**src/rtl/five_b_down_counter_if.sv**
```systemverilog
// ----------------------------------------------------------------------------
// five_b_down_counter_if
//   Control/status bundle for the loadable down-counter.
//
//   Signals
//     ce        count enable; decrement only while RUN
//     ld        load strobe; samples din and enters RUN
//     din       load value (saturated to MAX inside the counter)
//     count     current count
//     tc        one-cycle terminal-count pulse
//     busy      high while in RUN
//     done      high while in DONE (sticky until ld or mr)
//     state_dbg raw FSM state for observation (0 IDLE, 1 RUN, 2 DONE)
//
//   Handshake: there is no valid/ready pair. ld and ce are level strobes
//   sampled on every falling clk edge. ld is taken unconditionally and wins
//   over ce on the same edge. The counter is always ready, and its outputs
//   are valid every cycle.
//
//   Modports
//     master  drives ce/ld/din and observes status (testbench or parent)
//     slave   the counter itself
// ----------------------------------------------------------------------------
interface five_b_down_counter_if #(
    parameter int WIDTH = 5
);
    logic             ce;
    logic             ld;
    logic [WIDTH-1:0] din;
    logic [WIDTH-1:0] count;
    logic             tc;
    logic             busy;
    logic             done;
    logic [1:0]       state_dbg;

    modport master (
        output ce, ld, din,
        input  count, tc, busy, done, state_dbg
    );

    modport slave (
        input  ce, ld, din,
        output count, tc, busy, done, state_dbg
    );
endinterface

```
**src/rtl/five_b_down_counter.sv**
```systemverilog
// ----------------------------------------------------------------------------
// five_b_down_counter
//   Loadable down-counter with run/done sequencing. It counts a loaded index
//   back to 0 and pulses tc on the ce edge after zero is reached. It then
//   either parks in DONE (AUTO_RL=0) or reloads MAX and keeps running
//   (AUTO_RL=1). Load values above MAX saturate to MAX.
//
//   All registers update on the FALLING edge of clk.
//
//   Ports
//     clk  in     clock (falling-edge active)
//     mr   in     master reset, asynchronous, active-high
//     bus  slave  ce, ld, din in; count, tc, busy, done, state_dbg out
//
//   Parameters
//     WIDTH    counter width in bits
//     MAX      highest legal count
//     AUTO_RL  0: stop in DONE at zero; 1: reload MAX at zero and keep running
// ----------------------------------------------------------------------------
module five_b_down_counter #(
    parameter int WIDTH   = 5,
    parameter int MAX     = 17,
    parameter int AUTO_RL = 0
) (
    input  logic                  clk,
    input  logic                  mr,
    five_b_down_counter_if.slave  bus
);

    typedef enum logic [1:0] {
        IDLE = 2'd0,
        RUN  = 2'd1,
        DONE = 2'd2
    } state_t;

    localparam logic [WIDTH-1:0] MAX_V = WIDTH'(MAX);

    state_t           state_q, state_d;
    logic [WIDTH-1:0] count_q, count_d;
    logic             tc_q, tc_d;

    // Next-state / next-count. tc defaults low, so any pulse lasts exactly one
    // cycle. A load overrides everything, including the tc-generating edge.
    always_comb begin
        state_d = state_q;
        count_d = count_q;
        tc_d    = 1'b0;

        if (bus.ld) begin
            state_d = RUN;
            count_d = (bus.din > MAX_V) ? MAX_V : bus.din;
        end else if (state_q == RUN && bus.ce) begin
            if (count_q != '0) begin
                count_d = count_q - WIDTH'(1);
            end else begin
                // The zero count has been held for one ce edge: fire tc.
                tc_d = 1'b1;
                if (AUTO_RL != 0) begin
                    count_d = MAX_V;
                end else begin
                    state_d = DONE;
                end
            end
        end
    end

    always_ff @(negedge clk or posedge mr) begin
        if (mr) begin
            state_q <= IDLE;
            count_q <= '0;
            tc_q    <= 1'b0;
        end else begin
            state_q <= state_d;
            count_q <= count_d;
            tc_q    <= tc_d;
        end
    end

    // busy/done decode straight from the state register, so they change on
    // the same edge as the state itself.
    assign bus.count     = count_q;
    assign bus.tc        = tc_q;
    assign bus.busy      = (state_q == RUN);
    assign bus.done      = (state_q == DONE);
    assign bus.state_dbg = state_q;

endmodule
```
**src/flat_wrapper.sv**
```systemverilog
// flat-port wrapper written by rule: the top's interface ports become plain ports
module five_b_down_counter_flat 
#(
    parameter int WIDTH   = 5,
    parameter int MAX     = 17,
    parameter int AUTO_RL = 0
)
  (clk, mr, bus_ce, bus_ld, bus_din, bus_count, bus_tc, bus_busy, bus_done, bus_state_dbg);
  five_b_down_counter_if #(.WIDTH(WIDTH)) bus_i ();
  input  logic clk;
  input  logic mr;
  input wire logic [$bits(bus_i.ce)-1:0] bus_ce;
  input wire logic [$bits(bus_i.ld)-1:0] bus_ld;
  input wire logic [$bits(bus_i.din)-1:0] bus_din;
  output wire logic [$bits(bus_i.count)-1:0] bus_count;
  output wire logic [$bits(bus_i.tc)-1:0] bus_tc;
  output wire logic [$bits(bus_i.busy)-1:0] bus_busy;
  output wire logic [$bits(bus_i.done)-1:0] bus_done;
  output wire logic [$bits(bus_i.state_dbg)-1:0] bus_state_dbg;
  assign bus_i.ce = bus_ce;
  assign bus_i.ld = bus_ld;
  assign bus_i.din = bus_din;
  assign bus_count = bus_i.count;
  assign bus_tc = bus_i.tc;
  assign bus_busy = bus_i.busy;
  assign bus_done = bus_i.done;
  assign bus_state_dbg = bus_i.state_dbg;
  five_b_down_counter #(.WIDTH(WIDTH), .MAX(MAX), .AUTO_RL(AUTO_RL)) u_core (.clk(clk), .mr(mr), .bus(bus_i));
endmodule
```
**config.mk**
```make
export PLATFORM = sky130hd
export DESIGN_NAME = five_b_down_counter_flat
export DESIGN_NICKNAME = d
export VERILOG_FILES = /design/src/rtl/five_b_down_counter_if.sv /design/src/rtl/five_b_down_counter.sv /design/src/flat_wrapper.sv
export SDC_FILE = /design/constraint.sdc
export NUM_CORES = 1
export LEC_CHECK = 0
export ABC_AREA = 1
export CELL_PAD_IN_SITES_DETAIL_PLACEMENT = 1
export CELL_PAD_IN_SITES_GLOBAL_PLACEMENT = 1
export CORE_UTILIZATION = 34
export CTS_CLUSTER_DIAMETER = 60
export CTS_CLUSTER_SIZE = 10
export DETAILED_ROUTE_END_ITERATION = 6
export DONT_BUFFER_PORTS = 1
export PLACE_DENSITY = 0.72
export RECOVER_POWER = 100
export SETUP_SLACK_MARGIN = 0.4
export SLEW_MARGIN = 20
export SYNTH_ARGS = -nofsm -noshare
export SYNTH_HDL_FRONTEND = slang
export SYNTH_SLANG_ARGS = --single-unit
```
**constraint.sdc**
```tcl
create_clock -name clk -period 1.3 [get_ports clk]
set_clock_uncertainty 0.15 [all_clocks]
set_input_delay 0.26 -clock clk [delete_from_list [all_inputs] [get_ports clk]]
set_output_delay 0.26 -clock clk [all_outputs]
set_load 0.02 [all_outputs]
```
-- Word level (Yosys, flattened, before mapping)
Cells that the tools add are included.
- reduce and logical (&&, ||, !) cells: 6
- eq/ne operators: 3
- add/sub/neg operators: 1
- $lt $le $gt $ge: 1
- multiplexer cells: 10
- operators by type and width (cell ; count):
    $mux W5 ; 4
    $mux W2 ; 3
    $gt A5 B5 Y1 const B ; 1
    $reduce_bool A5 Y1 ; 1
    $sub A5 B1 Y5 const B ; 1
    $reduce_and A2 Y1 ; 2
    $reduce_bool A2 Y1 ; 2
    $mux W1 ; 3
    $eq A2 B1 Y1 const B ; 1
    $eq A2 B2 Y1 const B ; 1
    $ne A2 B2 Y1 const B ; 1
    $logic_and A1 B1 Y1 ; 1
- word-level logic and storage cells: 24
- register bits: 8
- input port bits: 9

-- Longest topological paths before layout
- depth in word-level cells: 4
- gate-level depth with buffers: 7
- gate-level depth less buffers: 7

==> flow_metrics.env <==
export IMPL_max_cap_violations=0
export IMPL_final_util_pct=68.0
export IMPL_grt_pass1_wl_mm=2.66
export IMPL_wire_per_inst_um=19.0
export IMPL_clock_path_buffers=2
export IMPL_hold_viol=0
export IMPL_ys_warn_count=0
export IMPL_area_delta_synth_final_pct=73.4
export IMPL_first_iter_violations=2
export IMPL_top_layer="met4"
export IMPL_setup_viol=18
export IMPL_ir_drop_mv=0.869
export IMPL_layout_drive_gt1_share_pct=59.1
export IMPL_grt_pass1_vias=602
export IMPL_hpwl_mm=1.10
export IMPL_path_class="flop to primary output"
export IMPL_routed_wl_mm=1.94
export IMPL_viasPerCell=5.46
export IMPL_slowest_stage="dfrtn_1"
export IMPL_wl_met2_mm=1.05
export IMPL_antenna_found_initial=0
export IMPL_synthCells=66
export IMPL_hp_class="input port to async pin"
export IMPL_maxSlewViolCount=0
export IMPL_initial_utilization_pct=39.2
export IMPL_ant_nets=0
export IMPL_dieArea_mm2=0.00152
export IMPL_n_fill_cell=143
export IMPL_crit_path_max_incr_delay_ns=0.46
export IMPL_cts_max_level=1
export IMPL_cp_max_fo=3
export IMPL_coreArea_mm2=0.00119
export IMPL_failed_checks="setup timing"
export IMPL_max_slew_margin_rel_pct=74.7
export IMPL_cts_sinks=8
export IMPL_firstDrtPassIters=4
export IMPL_globalplace_congestion=0.757
export IMPL_grtUsageTotal_pct=28.0
export IMPL_clk_pin_slew_ns=0.04
export IMPL_io_pins=19
export IMPL_status="finished with violations"
export IMPL_clk_root_buffer_cell="clkbuf_4"
export IMPL_diodes=0
export IMPL_drc_errors=0
export IMPL_cp_required_ns=0.89
export IMPL_met3_length_um=89
export IMPL_yosysSeqAreaShare_pct=43.0
export IMPL_rsz0062_at_grt="true"
export IMPL_layout_setup_ws_ns=-0.751
export IMPL_synth_nets=76
export IMPL_finalNetCount=100
export IMPL_clkLatencyLatePin_ns=0.28
export IMPL_num_vias=557
export IMPL_die_h_um=39
export IMPL_holdWs_ns=0.208
export IMPL_die_w_um=39
export IMPL_grt_overflow_total=0
export IMPL_met1Wirelength_um=718
export IMPL_cts_tree="yes"
export IMPL_p_leak_nw=0.383
export IMPL_syn_area_um2=465
export IMPL_end_kind="primary output"
export IMPL_path_cells="inv_2, nor2_4"
export IMPL_cts_buffers=3
export IMPL_grt_max_degree=9
export IMPL_worst_slew_pin_transition_ns=0.377
export IMPL_io_buffers=0
export IMPL_synth_area_per_cell_um2=7.05
export IMPL_fp_row_count=12
export IMPL_ys_seq_elements=8
export IMPL_p_per_area_mw_per_mm2=1610
export IMPL_arrival_ns=1.64
export IMPL_ys_types=18
export IMPL_cts_hold_buf=0
export IMPL_crit_path_start_kind="flop"
## layout by cell type, fill, tap and decap left out, drive strengths merged, types with 2 or more instances in the layout
| master | instances |
|---|---|
| inv | 9 |
| dfrtn | 8 |
| clkbuf | 3 |
| a21oi | 3 |
| nand2 | 20 |
| nand3 | 5 |
| buf | 19 |
| o21ai | 4 |
| nor2 | 9 |
| nor3 | 2 |
## sequential cells by signal (all words and copies together), names as in the netlist
| signal | cells |
|---|---|
| u_core.bus.tc | 1 |
| u_core.bus.count | 5 |
| u_core.bus.state_dbg | 2 |
## per-layer routing
| layer | track usage [%] | vias up |
|---|---|---|
| li1 | - | 257 |
| met1 | 27.1 | 271 |
| met2 | 48.8 | 21 |
| met3 | 10.4 | 8 |
| met4 | 18.1 | 0 |
| met5 | 0 | - |
## cells in the mapped netlist
cell type,n,area [µm²]
o21a_1,1,7.51
o21ai_1,3,15.0
o22ai_1,1,6.26
a21oi_1,2,10.0
inv_1,9,33.8
inv_2,1,3.75
nand2_1,19,71.3
or2_0,1,6.26
o21ai_0,1,5.00
nand3_1,5,25.0
nor2_1,8,30.0
nor2_2,1,6.26
ha_1,1,12.5
nor3_1,2,10.0
a21oi_2,1,8.76
nand3b_1,1,7.51
dfrtn_1,8,200
nand2_2,1,6.26
## final cells by class
class	instances	area [µm²]	share of cell area [%]
clock buffers	3	22.5	2.79
inverters	10	38.8	4.81
multi-input cells	48	358	44.3
flip-flops and latches	8	200	24.8
well taps	14	17.5	2.17
repair buffers	19	170	21.1
## metrics by stage
stage,area [µm²],setup slack (ns),TNS (ns),std cells,power [mW]
global placement,637,-0.431,-5.69,96,0.790
floorplan,487,-0.593,-5.66,66,0.619
CTS,744,-0.732,-7.50,101,1.16
global route,807,-0.778,-8.30,102,1.37
finish,807,-0.751,-7.60,102,1.30
detailed placement,637,-0.456,-6.00,96,0.815
## final timing paths
path,startpoint,endpoint,slack (ns),cells past startpoint
hold reg to reg,u_core.bus.state_dbg[0],u_core.bus.state_dbg[0],0.53,3
max in group asynchronous,mr,u_core.bus.count[2],0.53,1
setup reg to reg,u_core.bus.count[4],u_core.bus.count[1],-0.23,6
setup / recovery,u_core.bus.state_dbg[1],bus_done,-0.75,2
hold / removal,mr,u_core.bus.state_dbg[1],0.21,1
min in group clk,bus_ld,u_core.bus.state_dbg[1],0.50,1
## logic make-up (layout without fill, tap and decap cells)
logic type | count (synthesis) | after routing | synth area share (%)
AND/OR/NAND/NOR | 38 | 38 | 34.9
buffers and inverters | 10 | 32 | 8.06
AO/OA/AOI/OAI | 9 | 9 | 11.3
flip-flops | 8 | 8 | 43.0
adder cells (fa/ha/maj) | 1 | 1 | 2.69
## power breakdown
part / internal (mW) / switching (mW)
Sequential: 0.303 / 0.100
Combinational: 0.311 / 0.379
Clock: 0.107 / 0.0997
Total: 0.720 / 0.579
## timing repair
item	4_1_cts	5_1_grt
resized for setup	19	14
setup endpoints to repair	18	18
setup buffers	2	1
pin swaps	11	8
endpoints found under the hold margin	0	0
## critical path, delay by kind of cell (launching register included)
family	cells	cell delay [ns]
buf+inv	1	0.08
simple gates	1	0.18
flops	1	0.46
Power figures use the tool's default switching activity.
